`src/rtl/bbox_tracker_multi.sv`:
```
// bbox_tracker_multi: per-colour bounding-box tracker on an Avalon-ST video stream with box/mask display and register readout
//   clk, reset                      : single clock, asynchronous active-high reset
//   sink_* / source_*               : Avalon-ST in/out, one registered stage, sink_ready = ~source_valid | source_ready
//   sink_mask[NUM_COLOURS]          : per-pixel colour-class hits
//   mode                            : 0 pass, 1 box overlay, 2 mask view (sampled at video sop)
//   s_address, s_read, s_readdata   : result readout, 1-cycle read latency
//   frame_done                      : one-cycle pulse after results are latched
module bbox_tracker_multi #(
  parameter int NUM_COLOURS = 4,
  parameter int IMAGE_W = 640,
  parameter int IMAGE_H = 480
) (
  input  logic                   clk,
  input  logic                   reset,
  input  logic [23:0]            sink_data,
  input  logic [NUM_COLOURS-1:0] sink_mask,
  input  logic                   sink_valid,
  output logic                   sink_ready,
  input  logic                   sink_sop,
  input  logic                   sink_eop,
  output logic [23:0]            source_data,
  output logic                   source_valid,
  input  logic                   source_ready,
  output logic                   source_sop,
  output logic                   source_eop,
  input  logic [3:0]             mode,
  input  logic [4:0]             s_address,
  input  logic                   s_read,
  output logic [31:0]            s_readdata,
  output logic                   frame_done
);
  typedef struct packed {
    logic [10:0] min_x;
    logic [10:0] max_x;
    logic [10:0] min_y;
    logic [10:0] max_y;
  } box_t;
  localparam box_t BOX_INIT = '{min_x: 11'h7FF, max_x: 11'h0, min_y: 11'h7FF, max_y: 11'h0};
  localparam logic [11:0] X_LAST = 12'(IMAGE_W - 1);
  localparam logic [11:0] Y_END = 12'(IMAGE_H);
  logic                   src_valid_q, src_sop_q, src_eop_q, done_q;
  logic                   video_q, video_d;
  logic [23:0]            src_data_q, out_data, box_colour;
  logic [3:0]             mode_q, mode_d;
  logic [11:0]            x_q, x_d, y_q, y_d;
  logic [15:0]            frame_count_q;
  logic [31:0]            rd_q, rd_d;
  box_t                   acc_q [NUM_COLOURS];
  box_t                   acc_d [NUM_COLOURS];
  box_t                   res_q [NUM_COLOURS];
  logic [NUM_COLOURS-1:0] hit_q, hit_d, res_hit_q;
  logic                   accept, hdr_video, is_video, video_sop, pix_beat, latch, on_edge;

  function automatic logic on_box(input box_t b, input logic [11:0] x, input logic [11:0] y);
    logic in_x, in_y;
    in_x = x >= {1'b0, b.min_x} && x <= {1'b0, b.max_x};
    in_y = y >= {1'b0, b.min_y} && y <= {1'b0, b.max_y};
    return (in_x && (y == {1'b0, b.min_y} || y == {1'b0, b.max_y})) ||
           (in_y && (x == {1'b0, b.min_x} || x == {1'b0, b.max_x}));
  endfunction

  // Colour c draws in 24'hFF0000 rotated right by 8*c bits: red, green, blue, red, ...
  function automatic logic [23:0] colour(input int c);
    logic [47:0] r;
    r = {2{24'hFF0000}} >> (8 * (c % 3));
    return r[23:0];
  endfunction

  assign sink_ready   = ~src_valid_q | source_ready;
  assign accept       = sink_valid & sink_ready;
  assign hdr_video    = sink_data[3:0] == 4'h0;
  assign is_video     = sink_sop ? hdr_video : video_q;
  assign video_sop    = accept & sink_sop & hdr_video;
  assign pix_beat     = video_q & ~sink_sop;
  assign latch        = accept & sink_eop & is_video;
  assign source_data  = src_data_q;
  assign source_valid = src_valid_q;
  assign source_sop   = src_sop_q;
  assign source_eop   = src_eop_q;
  assign s_readdata   = rd_q;
  assign frame_done   = done_q;

  // x/y stop advancing once the frame is full, so surplus pixels sit at (0, IMAGE_H) and never touch a box.
  always_comb begin
    video_d = accept ? is_video & ~sink_eop : video_q;
    mode_d = video_sop ? mode : mode_q;
    x_d = x_q;
    y_d = y_q;
    acc_d = acc_q;
    hit_d = hit_q;
    if (video_sop) begin
      x_d = '0;
      y_d = '0;
      hit_d = '0;
      acc_d = '{default: BOX_INIT};
    end else if (accept && pix_beat && y_q < Y_END) begin
      x_d = x_q == X_LAST ? '0 : x_q + 12'd1;
      y_d = x_q == X_LAST ? y_q + 12'd1 : y_q;
      for (int c = 0; c < NUM_COLOURS; c++)
        if (sink_mask[c]) begin
          acc_d[c].min_x = x_q[10:0] < acc_q[c].min_x ? x_q[10:0] : acc_q[c].min_x;
          acc_d[c].max_x = x_q[10:0] > acc_q[c].max_x ? x_q[10:0] : acc_q[c].max_x;
          acc_d[c].min_y = y_q[10:0] < acc_q[c].min_y ? y_q[10:0] : acc_q[c].min_y;
          acc_d[c].max_y = y_q[10:0] > acc_q[c].max_y ? y_q[10:0] : acc_q[c].max_y;
          hit_d[c] = 1'b1;
        end
    end
  end

  // Descending scan so the lowest colour index is the last writer and wins overlaps.
  always_comb begin
    on_edge = 1'b0;
    box_colour = '0;
    for (int c = NUM_COLOURS - 1; c >= 0; c--)
      if (res_hit_q[c] && on_box(res_q[c], x_q, y_q)) begin
        on_edge = 1'b1;
        box_colour = colour(c);
      end
    out_data = pix_beat && mode_q == 4'd1 && on_edge ? box_colour :
               pix_beat && mode_q == 4'd2 ? {24{|sink_mask}} : sink_data;
  end

  always_comb begin
    rd_d = s_address == 5'd16 ? {frame_count_q, 8'h0, 8'(res_hit_q)} : 32'h0;
    for (int c = 0; c < NUM_COLOURS; c++) begin
      if (res_hit_q[c] && s_address == 5'(2 * c))
        rd_d = {5'h0, res_q[c].min_y, 5'h0, res_q[c].min_x};
      if (res_hit_q[c] && s_address == 5'(2 * c + 1))
        rd_d = {5'h0, res_q[c].max_y, 5'h0, res_q[c].max_x};
    end
  end

  always_ff @(posedge clk or posedge reset) begin
    if (reset) begin
      src_valid_q <= 1'b0;
      src_sop_q <= 1'b0;
      src_eop_q <= 1'b0;
      src_data_q <= '0;
      done_q <= 1'b0;
      rd_q <= '0;
      video_q <= 1'b0;
      mode_q <= '0;
      x_q <= '0;
      y_q <= '0;
      acc_q <= '{default: BOX_INIT};
      hit_q <= '0;
      res_q <= '{default: '0};
      res_hit_q <= '0;
      frame_count_q <= '0;
    end else begin
      if (accept) begin
        src_valid_q <= 1'b1;
        src_data_q <= out_data;
        src_sop_q <= sink_sop;
        src_eop_q <= sink_eop;
      end else if (source_ready)
        src_valid_q <= 1'b0;
      done_q <= latch;
      if (s_read)
        rd_q <= rd_d;
      video_q <= video_d;
      mode_q <= mode_d;
      x_q <= x_d;
      y_q <= y_d;
      acc_q <= acc_d;
      hit_q <= hit_d;
      if (latch) begin
        res_q <= acc_d;
        res_hit_q <= hit_d;
        frame_count_q <= frame_count_q + 16'd1;
      end
    end
  end
endmodule

```
`config.mk`:
```
export PLATFORM = sky130hd
export DESIGN_NAME = bbox_tracker_multi
export DESIGN_NICKNAME = d
export VERILOG_FILES = /design/src/rtl/bbox_tracker_multi.sv
export SDC_FILE = /design/constraint.sdc
export NUM_CORES = 2
export LEC_CHECK = 0
export ABC_AREA = 1
export BUFFER_PORTS_ARGS = -buffer_cell sky130_fd_sc_hd__clkbuf_2
export CORE_MARGIN = 8
export CORE_UTILIZATION = 40
export DETAILED_ROUTE_END_ITERATION = 8
export PLACE_DENSITY_LB_ADDON = 0.25
export SLEW_MARGIN = 20
export SYNTH_ARGS = -nofsm -noshare
export SYNTH_HDL_FRONTEND = slang
export SYNTH_SLANG_ARGS = --single-unit
```
`constraint.sdc`:
```
create_clock -name clk -period 38 [get_ports clk]
set_clock_uncertainty 0.2 [all_clocks]
set_input_delay 5.7 -clock clk [delete_from_list [all_inputs] [get_ports clk]]
set_output_delay 5.7 -clock clk [all_outputs]
set_load 0.02 [all_outputs]
```
==> results.ini <==
[run_status]
status=complete, no violations

[timing]
grt_setup_unrepaired=false
setup_viol=0
drv_slew=0
tightest_slew_ns=1.081
clock.fmax_ghz=0.08343
fin_crit_sh=0.3154
layout_min_cycle_time_ns=11.99
final_hold_viol_count=0
relSlewSlack=0.2606
setup_tns_ns=0

[finish]
n_fill_cell=7838
area.growth.synth_to_final_pct=11.12
final_nets=4610
drive_gt1_frac=0.08583
final_cells=5307
seqCellArea_um2=11620
multi_input_area_um2=16290

[critical_path]
regToRegSetupSlack_ns=33.55
crit_type=input port to output pin
end_kind=output pin
cp.required_ns=32.10
cp_max_fo=3
slowest_stage=clkbuf_2
arrival_ns=6.09
rr_worst_depth=12
startpoint_type=input port
max_stage_delay_ns=0.18
path_cells=clkbuf_2 -> inv_1 -> nand2_1 -> clkbuf_2
r2r-start=source_valid$_DFFE_PP0P_
r2r_end=res_q[161]$_DFFE_PP0P_
crit_top_cell=clkbuf_2

[logic_synthesis]
synthCells=4191
syn-cell-area_um2=30820
syn_area_per_cell_um2=7.355
synth_seq_area_share=0.3770
synth_seq_cells=460
synth.distinct_cells=53
yosysMostFrequentCell=nand2_1
yosys.area.top_type=dfrtp_1
synthTopCellsByCount=nand2_1 (1368), inv_1 (580), dfrtp_1 (372), ha_1 (347), o21ai_0 (344)
async_reset_ff_frac=1.000
yosys_warnings=0
synth_area_leaders=dfrtp_1 (30%), nand2_1 (17%), ha_1 (14%)
synth.top_cell.area_share=0.3020
synth_top_flop_cell=dfrtp_1
synth_edf_count=0

[clocking]
cts_tree=yes
clk_pin_slew_ns=0.06
postCtsSetupBuffers=0
ctsResizeCount=0
cts_sinks=460
htree_levels=2
clockBufferDepth=3
cts_root_buf=clkbuf_16
clk_latency_ns=0.62
cts_buffers=53
holdBufCountCts=0

[detailed_routing]
antenna_left=0
post_drt_via_cell_ratio=5.213
vias=27660
routed_wl_mm=95.27
first_pass_iters=6
wire_per_inst_um=17.95
drcViolationCount=0
drt_iter0_markers=2240

[die]
initial_utilization=0.4012
core_um2=76830
die_height_um=293.6
rows=102
die_x_um=293.6
dieArea_um2=86200
ios=105

[placement]
place_hpwl_mm=66.03
portBuffers=99
dp.cells=5204
gp_congestion=0.9175

[global_routing]
first_global_vias=26010
grt_antenna_before_repair=3
grt_max_degree=192
grtUsageTotal=0.2179
grt_pass1_wl_mm=149.0
overflow=0

[pwr]
p_leak_nw=17.92
ir_drop_mv=0.03828
power.density_nw_per_um2=52.93

[worst_hold_path]
hold_start=frame_count_q[15]$_DFFE_PP0P_
hold-path-endpoint=frame_count_q[15]$_DFFE_PP0P_
hold_path.class=flop to flop
min_delay_path_depth=1

[run]
maxCapViolations=0

==> routing by layer <==
layer	up-vias	GRT usage	wire length, µm
met5	-	0	0
met4	0	0.06700	2890
met3	160	0.03439	6485
met2	794	0.3476	42410
met1	13030	0.3029	43480
li1	13680	-	-
==> how the worst max path moves through the flow <==
stage                 start                  to  slack [ns]  cells after the start
2_1_floorplan         reset  acc_q[0]$_DFF_PP0_       19.42                      1
3_3_place_gp   source_ready          sink_ready       25.98                      4
3_5_place_dp   source_ready          sink_ready       26.01                      4
4_1_cts        source_ready          sink_ready       26.01                      4
5_1_grt        source_ready          sink_ready       25.99                      4
6_report       source_ready          sink_ready       26.01                      4
==> area by class of cell <==
class                      instances  area share
timing repair buffer             150     0.02637
inverter                         588     0.06484
clock inverter                    11    0.005479
antenna                            3   0.0002192
tap                             1040     0.03799
clock buffer                      89     0.05034
multi-input combinational       2966      0.4755
sequential                       460      0.3393
==> logic make-up (layout without fill, tap and decap cells) <==
kind of cell / count (synthesis) / after routing / share of synthesized area
AO/OA/AOI/OAI: 728 / 728 / 0.1339
XOR/XNOR: 18 / 18 / 0.005114
adder cells (fa/ha/maj): 347 / 347 / 0.1409
buffers and inverters: 769 / 838 / 0.09661
flip-flops: 460 / 460 / 0.3770
multiplexers: 2 / 2 / 0.0006495
other: 1 / 8 / 0.0001217
AND/OR/NAND/NOR: 1866 / 1866 / 0.2458
==> sequential cells by signal, summed over array words and instances (netlist names), 4 cells and up <==
register,flops
res_q,176
res_hit_q,4
frame_count_q,16
mode_q,4
x_q,12
acc_q,176
hit_q,4
source_data,24
y_q,12
s_readdata,27
==> cells in the final DEF, fill, tap and decap left out, types with 4 or more instances in the layout <==
| cell | n |
|---|---|
| a21oi_1 | 172 |
| inv_2 | 5 |
| o22ai_1 | 21 |
| a31oi_1 | 8 |
| o211ai_1 | 80 |
| and3_1 | 24 |
| nor2_1 | 186 |
| clkbuf_16 | 55 |
| nand2_1 | 1365 |
| xor2_1 | 17 |
| nand3b_1 | 4 |
| nor3_1 | 18 |
| clkbuf_8 | 22 |
| a211oi_1 | 16 |
| clkbuf_1 | 12 |
| clkinv_2 | 5 |
| inv_1 | 579 |
| dfstp_2 | 88 |
| nor4_1 | 4 |
| bufinv_16 | 5 |
| o21bai_1 | 6 |
| nand4_1 | 60 |
| a21oi_2 | 4 |
| clkbuf_2 | 99 |
| o21ai_0 | 344 |
| nand2_2 | 5 |
| a2111oi_0 | 4 |
| ha_1 | 347 |
| conb_1 | 5 |
| or2_2 | 7 |
| o221ai_1 | 5 |
| buf_4 | 49 |
| o2111ai_1 | 22 |
| o21ai_1 | 32 |
| dfrtp_1 | 372 |
| nand3_1 | 173 |
==> worst max-delay path: cells and delay by family <==
kind / cells / cell delay (ns)
AND/OR/NAND/NOR: 1 / 0.09
buffers and inverters: 3 / 0.29
==> metrics by stage <==
stage	utilization	setup WS [ns]	total power [mW]	cell area [µm²]	hold WS, ns
floorplan	-	19.42	1.085	30840	0.2412
detailed placement	0.4208	26.01	1.254	32330	0.2636
global placement	0.4208	25.98	1.238	32330	0.2557
global route	0.4457	25.99	1.952	34240	0.2860
CTS	0.4457	26.01	1.822	34240	0.2741
finish	0.4458	26.01	1.813	34250	0.2696
==> report_power, final <==
group / leakage, nW / internal, mW / total, mW / switching (mW)
registers: 5.47 / 0.598 / 0.666 / 0.0680
logic: 11.5 / 0.212 / 0.585 / 0.373
clock network: 0.945 / 0.341 / 0.562 / 0.221
Power figures use the tool's default switching activity.
